File: src/rtl/vram_scheduler_pkg.sv
// Shared video constants and scheduler state encoding.
// Holds the default line geometry (also used by the line-buffer reader)
// and the VRAM scheduler FSM state type.
package video_pkg;

  localparam int DEF_ADDR_WIDTH  = 15;
  localparam int DEF_LINE_PIXELS = 160;
  localparam int DEF_LB_WIDTH    = 8;

  typedef enum logic [2:0] {
    ST_IDLE      = 3'd0,
    ST_FETCH     = 3'd1,
    ST_DRAIN     = 3'd2,
    ST_CPU_ISSUE = 3'd3,
    ST_CPU_DONE  = 3'd4
  } sched_state_e;

endpackage

File: src/rtl/vram_scheduler_if.sv
// Bus bundle between the VRAM scheduler and its environment.
// Groups the scanout line request, the line-buffer write port, the VRAM
// port and the CPU req/ack port.
//   slave  : the scheduler side (drives status, lb_*, ram_*, cpu_ack/rdata)
//   master : the environment side (drives line_req/base, ram_rdata, cpu_*)
interface vram_scheduler_if #(
  parameter int ADDR_WIDTH = video_pkg::DEF_ADDR_WIDTH,
  parameter int LB_WIDTH   = video_pkg::DEF_LB_WIDTH
) ();

  // scanout request / status
  logic                  line_req;
  logic [ADDR_WIDTH-1:0] line_base;
  logic                  fetch_busy;
  logic                  fetch_done;
  logic                  overrun;
  // line-buffer write port
  logic                  lb_we;
  logic [LB_WIDTH-1:0]   lb_addr;
  logic [7:0]            lb_wdata;
  // single-port VRAM
  logic [ADDR_WIDTH-1:0] ram_addr;
  logic                  ram_we;
  logic [7:0]            ram_wdata;
  logic [7:0]            ram_rdata;
  // CPU access port
  logic                  cpu_req;
  logic                  cpu_we;
  logic [ADDR_WIDTH-1:0] cpu_addr;
  logic [7:0]            cpu_wdata;
  logic                  cpu_ack;
  logic [7:0]            cpu_rdata;

  modport slave (
    input  line_req, line_base, ram_rdata, cpu_req, cpu_we, cpu_addr, cpu_wdata,
    output fetch_busy, fetch_done, overrun, lb_we, lb_addr, lb_wdata,
           ram_addr, ram_we, ram_wdata, cpu_ack, cpu_rdata
  );

  modport master (
    output line_req, line_base, ram_rdata, cpu_req, cpu_we, cpu_addr, cpu_wdata,
    input  fetch_busy, fetch_done, overrun, lb_we, lb_addr, lb_wdata,
           ram_addr, ram_we, ram_wdata, cpu_ack, cpu_rdata
  );

endinterface

File: src/rtl/vram_scheduler.sv
// VRAM scheduler: shares a single-port video RAM between scanout line
// fetches and CPU read/write accesses. A line fetch streams LINE_PIXELS
// bytes from line_base upward into the line buffer; CPU accesses fill the
// remaining cycles. A line request during a running fetch is dropped and
// flags a sticky overrun.
// Ports:
//   clk   : pixel clock
//   reset : asynchronous, active-high
//   bus   : vram_scheduler_if.slave (line request/status, lb_*, ram_*, cpu_*)
module vram_scheduler
  import video_pkg::*;
#(
  parameter int ADDR_WIDTH  = DEF_ADDR_WIDTH,
  parameter int LINE_PIXELS = DEF_LINE_PIXELS,
  parameter int LB_WIDTH    = DEF_LB_WIDTH
) (
  input logic             clk,
  input logic             reset,
  vram_scheduler_if.slave bus
);

  // one extra bit so LINE_PIXELS = 2^LB_WIDTH does not wrap the counter
  localparam int               CNT_W    = LB_WIDTH + 1;
  localparam logic [CNT_W-1:0] CNT_LAST = CNT_W'(LINE_PIXELS - 1);

  sched_state_e          state_q, state_d;
  logic [CNT_W-1:0]      cnt_q, cnt_d;
  logic [ADDR_WIDTH-1:0] base_q, base_d;
  logic                  pending_q, pending_d;
  logic                  overrun_q, overrun_d;
  logic [ADDR_WIDTH-1:0] ram_addr_q, ram_addr_d;
  logic                  ram_we_q, ram_we_d;
  logic [7:0]            ram_wdata_q, ram_wdata_d;
  logic                  lb_we_q, lb_we_d;
  logic [LB_WIDTH-1:0]   lb_addr_q, lb_addr_d;
  logic                  fetch_busy_q, fetch_busy_d;
  logic                  fetch_done_q, fetch_done_d;
  logic                  cpu_ack_q, cpu_ack_d;
  logic                  cpu_rd_q, cpu_rd_d;

  logic                  start_fetch;
  logic [ADDR_WIDTH-1:0] fetch_base;

  // Every *_d below is the value the output takes in the NEXT cycle, so all
  // ram_*/lb_* controls come straight from flops.
  always_comb begin
    state_d      = state_q;
    cnt_d        = cnt_q;
    base_d       = base_q;
    pending_d    = pending_q;
    overrun_d    = overrun_q;
    ram_addr_d   = ram_addr_q;
    ram_we_d     = 1'b0;
    ram_wdata_d  = ram_wdata_q;
    lb_we_d      = 1'b0;
    lb_addr_d    = lb_addr_q;
    fetch_busy_d = 1'b0;
    fetch_done_d = 1'b0;
    cpu_ack_d    = 1'b0;
    cpu_rd_d     = cpu_rd_q;
    start_fetch  = 1'b0;
    fetch_base   = base_q;

    if (bus.line_req) begin
      if (state_q == ST_FETCH || state_q == ST_DRAIN) begin
        overrun_d = 1'b1;
      end else begin
        pending_d = 1'b1;
        base_d    = bus.line_base;
      end
    end

    case (state_q)
      ST_IDLE: begin
        if (pending_q || bus.line_req) begin
          start_fetch = 1'b1;
          // a request arriving this cycle supersedes an older pending base
          if (bus.line_req) fetch_base = bus.line_base;
        end else if (bus.cpu_req) begin
          state_d     = ST_CPU_ISSUE;
          ram_addr_d  = bus.cpu_addr;
          ram_we_d    = bus.cpu_we;
          ram_wdata_d = bus.cpu_wdata;
          cpu_rd_d    = ~bus.cpu_we;
        end
      end
      ST_FETCH: begin
        // data for address cnt returns next cycle, written to lb slot cnt
        fetch_busy_d = 1'b1;
        lb_we_d      = 1'b1;
        lb_addr_d    = cnt_q[LB_WIDTH-1:0];
        if (cnt_q == CNT_LAST) begin
          state_d      = ST_DRAIN;
          fetch_done_d = 1'b1;
        end else begin
          cnt_d      = cnt_q + CNT_W'(1);
          ram_addr_d = base_q + ADDR_WIDTH'(cnt_q) + ADDR_WIDTH'(1);
        end
      end
      ST_DRAIN: begin
        if (pending_q) start_fetch = 1'b1;
        else           state_d     = ST_IDLE;
      end
      ST_CPU_ISSUE: begin
        state_d   = ST_CPU_DONE;
        cpu_ack_d = 1'b1;
      end
      ST_CPU_DONE: begin
        if (pending_q) start_fetch = 1'b1;
        else           state_d     = ST_IDLE;
      end
      default: state_d = ST_IDLE;
    endcase

    if (start_fetch) begin
      state_d      = ST_FETCH;
      cnt_d        = '0;
      pending_d    = 1'b0;
      base_d       = fetch_base;
      ram_addr_d   = fetch_base;
      fetch_busy_d = 1'b1;
    end
  end

  always_ff @(posedge clk or posedge reset) begin
    if (reset) begin
      state_q      <= ST_IDLE;
      cnt_q        <= '0;
      base_q       <= '0;
      pending_q    <= 1'b0;
      overrun_q    <= 1'b0;
      ram_addr_q   <= '0;
      ram_we_q     <= 1'b0;
      ram_wdata_q  <= '0;
      lb_we_q      <= 1'b0;
      lb_addr_q    <= '0;
      fetch_busy_q <= 1'b0;
      fetch_done_q <= 1'b0;
      cpu_ack_q    <= 1'b0;
      cpu_rd_q     <= 1'b0;
    end else begin
      state_q      <= state_d;
      cnt_q        <= cnt_d;
      base_q       <= base_d;
      pending_q    <= pending_d;
      overrun_q    <= overrun_d;
      ram_addr_q   <= ram_addr_d;
      ram_we_q     <= ram_we_d;
      ram_wdata_q  <= ram_wdata_d;
      lb_we_q      <= lb_we_d;
      lb_addr_q    <= lb_addr_d;
      fetch_busy_q <= fetch_busy_d;
      fetch_done_q <= fetch_done_d;
      cpu_ack_q    <= cpu_ack_d;
      cpu_rd_q     <= cpu_rd_d;
    end
  end

  assign bus.fetch_busy = fetch_busy_q;
  assign bus.fetch_done = fetch_done_q;
  assign bus.overrun    = overrun_q;
  assign bus.lb_we      = lb_we_q;
  assign bus.lb_addr    = lb_addr_q;
  assign bus.ram_addr   = ram_addr_q;
  assign bus.ram_we     = ram_we_q;
  assign bus.ram_wdata  = ram_wdata_q;
  assign bus.cpu_ack    = cpu_ack_q;

  // ram_rdata is the RAM's own read register; it is forwarded unregistered
  // so the byte lands in the same cycle as its lb_we/cpu_ack, and gated so
  // these outputs read 0 outside their valid cycles (including reset).
  assign bus.lb_wdata  = lb_we_q ? bus.ram_rdata : 8'h00;
  assign bus.cpu_rdata = (cpu_ack_q && cpu_rd_q) ? bus.ram_rdata : 8'h00;

endmodule

File: src/flat_wrapper.sv
// flat-port wrapper written by rule: the top's interface ports become plain ports
module vram_scheduler_flat import video_pkg::*;
#(
  parameter int ADDR_WIDTH  = DEF_ADDR_WIDTH,
  parameter int LINE_PIXELS = DEF_LINE_PIXELS,
  parameter int LB_WIDTH    = DEF_LB_WIDTH
)
  (clk, reset, bus_line_req, bus_line_base, bus_ram_rdata, bus_cpu_req, bus_cpu_we, bus_cpu_addr, bus_cpu_wdata, bus_fetch_busy, bus_fetch_done, bus_overrun, bus_lb_we, bus_lb_addr, bus_lb_wdata, bus_ram_addr, bus_ram_we, bus_ram_wdata, bus_cpu_ack, bus_cpu_rdata);
  vram_scheduler_if #(.ADDR_WIDTH(ADDR_WIDTH), .LB_WIDTH(LB_WIDTH)) bus_i ();
  input logic clk;
  input logic reset;
  input wire logic [$bits(bus_i.line_req)-1:0] bus_line_req;
  input wire logic [$bits(bus_i.line_base)-1:0] bus_line_base;
  input wire logic [$bits(bus_i.ram_rdata)-1:0] bus_ram_rdata;
  input wire logic [$bits(bus_i.cpu_req)-1:0] bus_cpu_req;
  input wire logic [$bits(bus_i.cpu_we)-1:0] bus_cpu_we;
  input wire logic [$bits(bus_i.cpu_addr)-1:0] bus_cpu_addr;
  input wire logic [$bits(bus_i.cpu_wdata)-1:0] bus_cpu_wdata;
  output wire logic [$bits(bus_i.fetch_busy)-1:0] bus_fetch_busy;
  output wire logic [$bits(bus_i.fetch_done)-1:0] bus_fetch_done;
  output wire logic [$bits(bus_i.overrun)-1:0] bus_overrun;
  output wire logic [$bits(bus_i.lb_we)-1:0] bus_lb_we;
  output wire logic [$bits(bus_i.lb_addr)-1:0] bus_lb_addr;
  output wire logic [$bits(bus_i.lb_wdata)-1:0] bus_lb_wdata;
  output wire logic [$bits(bus_i.ram_addr)-1:0] bus_ram_addr;
  output wire logic [$bits(bus_i.ram_we)-1:0] bus_ram_we;
  output wire logic [$bits(bus_i.ram_wdata)-1:0] bus_ram_wdata;
  output wire logic [$bits(bus_i.cpu_ack)-1:0] bus_cpu_ack;
  output wire logic [$bits(bus_i.cpu_rdata)-1:0] bus_cpu_rdata;
  assign bus_i.line_req = bus_line_req;
  assign bus_i.line_base = bus_line_base;
  assign bus_i.ram_rdata = bus_ram_rdata;
  assign bus_i.cpu_req = bus_cpu_req;
  assign bus_i.cpu_we = bus_cpu_we;
  assign bus_i.cpu_addr = bus_cpu_addr;
  assign bus_i.cpu_wdata = bus_cpu_wdata;
  assign bus_fetch_busy = bus_i.fetch_busy;
  assign bus_fetch_done = bus_i.fetch_done;
  assign bus_overrun = bus_i.overrun;
  assign bus_lb_we = bus_i.lb_we;
  assign bus_lb_addr = bus_i.lb_addr;
  assign bus_lb_wdata = bus_i.lb_wdata;
  assign bus_ram_addr = bus_i.ram_addr;
  assign bus_ram_we = bus_i.ram_we;
  assign bus_ram_wdata = bus_i.ram_wdata;
  assign bus_cpu_ack = bus_i.cpu_ack;
  assign bus_cpu_rdata = bus_i.cpu_rdata;
  vram_scheduler #(.ADDR_WIDTH(ADDR_WIDTH), .LINE_PIXELS(LINE_PIXELS), .LB_WIDTH(LB_WIDTH)) u_core (.clk(clk), .reset(reset), .bus(bus_i));
endmodule
File: config.mk
export PLATFORM = sky130hd
export DESIGN_NAME = vram_scheduler_flat
export DESIGN_NICKNAME = d
export VERILOG_FILES = /design/src/rtl/vram_scheduler_pkg.sv /design/src/rtl/vram_scheduler_if.sv /design/src/rtl/vram_scheduler.sv /design/src/flat_wrapper.sv
export SDC_FILE = /design/constraint.sdc
export NUM_CORES = 1
export LEC_CHECK = 0
export ABC_AREA = 1
export CAP_MARGIN = 10
export CORE_ASPECT_RATIO = 1.1
export CORE_MARGIN = 5
export CORE_UTILIZATION = 55
export CTS_BUF_LIST = sky130_fd_sc_hd__clkbuf_8
export DETAILED_ROUTE_END_ITERATION = 6
export GPL_TIMING_DRIVEN = 0
export PLACE_DENSITY = 0.88
export SLEW_MARGIN = 5
export SYNTH_ARGS = -nofsm -noshare
export SYNTH_HDL_FRONTEND = slang
export SYNTH_SLANG_ARGS = --single-unit
File: constraint.sdc
create_clock -name clk -period 5.1 [get_ports clk]
set_input_delay 1.275 -clock clk [delete_from_list [all_inputs] [get_ports clk]]
set_output_delay 1.275 -clock clk [all_outputs]
set_load 0.02 [all_outputs]
==> results.toml <==
[finish]
fillerInstances = 546
multi_input_area_um2 = 2000
diodes = 0
area_delta_synth_final_pct = 32.2
drive_above_1_share_pct = 10.0
ff_latch_area_um2 = 1650
nets = 747
final_util_pct = 74.2

[logic_synthesis]
synth_ff_type = "dfrtp_1"
yosysSeqAreaShare_pct = 39.6
synth.top_cell.area_share_pct = 39.6
ys_types = 43
synth_seq_cells = 66
yosysTopAreaCell = "dfrtp_1"
ys_warn_count = 0
syn_nets = 633
synth-edff-count = 0
syn_area_um2 = 4170
syn_area_per_cell_um2 = 7.31
netlist_instances = 571
ys_top_cells_by_area = "dfrtp_1 40%, nand2_1 13%, inv_1 8.7%"
synth-async-reset-ratio_pct = 100

[route]
first_pass_iters = 5
viasPerCell = 5.43
wl_per_cell_um = 15.8
drc_errors = 0
vias = 4220
wl_um = 12300
drtAntennaViolNets = 0
drtIter0Drc = 280

[die]
initial_core_util_pct = 56.1
die_w_um = 93.1
core_area_um2 = 7430
ios = 104
die_height_um = 101
rows = 33
die_area_um2 = 9430

[placement]
dp_hpwl_um = 9480
gp_congestion = 0.937
portBuffers = 103

[clock_tree]
post_cts_buffers = 0
post_cts_resized = 0
cts.clk_slew.worst_paths_ns = 0.08
cts_tree = "built"
cts-hold-fix-buffers = 0
cts_buffers = 9
cts_root_buffer = "clkbuf_8"
clock_latency_ns = 0.35
clockBufferDepth = 2
cts_sinks = 66
h-tree-depth = 3

[grt]
antenna_found_initial = 0
grt_overflow = 0
grtUsageTotal_pct = 27.5
grt_start_max_net_pins = 67
grt_pass1_vias = 4279
grt_pass1_wl_um = 20500

[timing]
fin_crit_ns = 3.86
finalHoldViolations = 0
worst_pin_slew_ns = 0.820
slew_violations = 0
fin_crit_sh_pct = 75.7
slew_headroom_pct = 45.4
setup_tns_ns = 0
rsz0062_at_grt = "no"
fin_skew_ns = 0.00794
fmaxAchievable_mhz = 259
setup-violations-final = 0

[critical_path]
worstSetupPathType = "in -> out"
cp_slowest_cell = "clkdlybuf4s50_1"
cp-start-kind = "input pin"
path_max_fanout = 2
timing.critical_path.required_ns = 3.83
crit_top_cell = "clkdlybuf4s50_1"
path_cells = "clkdlybuf4s50_1, inv_1, nor2_1, clkdlybuf4s50_1"
worstPathArrival_ns = 2.58
crit_path_end_kind = "output pin"
max_stage_delay_ns = 0.62

[outcome]
outcome = "completed"

[job]
max-cap-violations = 0

[pwr]
leakage_nw = 2.76
vdd_ir_drop_max_uv = 201
p_per_area_nw_per_um2 = 216

[worst_hold_path]
hp-class = "reg -> reg"
==> where the power goes <==
group | internal, W | switching [W]
registers | 0.000541 | 0.0000148
logic | 0.0000872 | 0.0000938
clock network | 0.000240 | 0.000215
==> cells in the final DEF (no fill, tap or decap), types with 2 or more instances in the layout <==
master	Yosys	layout
o211ai_1	16	16
nand4_1	7	7
inv_1	97	96
clkbuf_1	3	3
buf_2	10	10
nor3_1	4	4
nand2_2	3	3
nor2_1	61	61
inv_4	2	3
nor4_1	2	2
clkinv_2	0	2
xnor2_1	2	2
nor2_2	4	4
clkbuf_8	0	10
buf_6	4	4
or2_2	2	2
nor2_4	2	2
nand2_1	142	142
inv_6	1	2
dfrtp_1	66	66
nand3_2	2	2
inv_2	2	2
nand3_1	27	27
a31oi_1	3	3
ha_1	10	10
mux2_2	8	8
a21oi_1	20	20
a21oi_2	5	5
o21ai_1	9	9
o21ai_0	38	38
xor2_1	5	5
clkdlybuf4s50_1	0	103
==> cells by family (layout without fill, tap and decap cells) <==
family / after synthesis / count (layout) / share of synthesized area, %
AND/OR/NAND/NOR: 261 / 261 / 27.3
buffers and inverters: 122 / 241 / 12.6
XOR/XNOR: 7 / 7 / 1.47
multiplexers: 8 / 8 / 2.16
adder cells (fa/ha/maj): 11 / 11 / 3.48
AO/OA/AOI/OAI: 96 / 96 / 13.4
flip-flops: 66 / 66 / 39.6
==> area by class of cell <==
class                      instances  area share [%]
tap                               87            1.97
multi-input combinational        383            36.2
buffer                            20            2.40
clock inverter                     6            1.18
timing repair buffer             103            18.7
sequential                        66            29.9
clock buffer                      10            2.49
inverter                         102            7.17
==> worst paths after layout <==
check                      slack (ns)                                   to  cells past startpoint                      startpoint
min                              0.46       u_core.bus.overrun$_DFFE_PP0P_                      1  u_core.bus.overrun$_DFFE_PP0P_
max reg2reg                      3.04   u_core.bus.ram_addr[8]$_DFFE_PP0P_                     12     u_core.cnt_q[0]$_DFFE_PP0P_
min in group asynchronous        1.43  u_core.bus.ram_addr[10]$_DFFE_PP0P_                      2                           reset
min reg2reg                      0.46       u_core.bus.overrun$_DFFE_PP0P_                      1  u_core.bus.overrun$_DFFE_PP0P_
max                              1.24                     bus_cpu_rdata[5]                      4                bus_ram_rdata[5]
max in group asynchronous        3.12          u_core.cnt_q[7]$_DFFE_PP0P_                      2                           reset
==> cells in the mapped netlist (5+ instances only) <==
cell / n
nand4_1: 7
nand3_1: 27
a21oi_1: 20
o211ai_1: 16
dfrtp_1: 66
o21ai_1: 9
mux2_2: 8
o21ai_0: 38
inv_1: 97
xor2_1: 5
nor2_1: 61
a21oi_2: 5
buf_2: 10
ha_1: 10
nand2_1: 142
==> routing by layer <==
metal  GRT usage, %  vias to the layer above  part of all wire (%)
met1           34.6                     1966                    41
li1               -                     2038                     -
met5              0                        -                     0
met3           4.23                       24                   7.5
met2           48.5                      192                    50
met4           9.36                        0                   2.0
==> stage by stage <==
stage / hold WS [ns] / instances / setup WS, ns / area (um2) / power (W)
6_report: 0.460 / 777 / 1.24 / 5520 / 0.00119
4_1_cts: 0.462 / 777 / 1.23 / 5520 / 0.00120
3_5_place_dp: 0.444 / 761 / 1.24 / 5320 / 0.000745
2_1_floorplan: 0.453 / 571 / 2.17 / 4170 / 0.000650
3_3_place_gp: 0.441 / 761 / 0.986 / 5310 / 0.000739
5_1_grt: 0.502 / 777 / 1.19 / 5520 / 0.00124
==> registers in the layout (all words and copies together), names as in the netlist <==
| signal | flops |
|---|---|
| u_core.cpu_rd_q | 1 |
| u_core.bus.cpu_ack | 1 |
| u_core.bus.lb_we | 1 |
| u_core.bus.fetch_busy | 1 |
| u_core.pending_q | 1 |
| u_core.bus.lb_addr | 8 |
| u_core.bus.ram_we | 1 |
| u_core.bus.ram_wdata | 8 |
| u_core.bus.overrun | 1 |
| u_core.cnt_q | 9 |
| u_core.base_q | 15 |
| u_core.state_q | 3 |
| u_core.bus.ram_addr | 15 |
| u_core.bus.fetch_done | 1 |
==> critical path: cells and delay by family <==
| kind | cells | cell delay (ns) |
|---|---|---|
| AND/OR/NAND/NOR | 1 | 0.11 |
| buffers and inverters | 3 | 1.20 |
No activity file was read; power rests on OpenSTA's default activity.
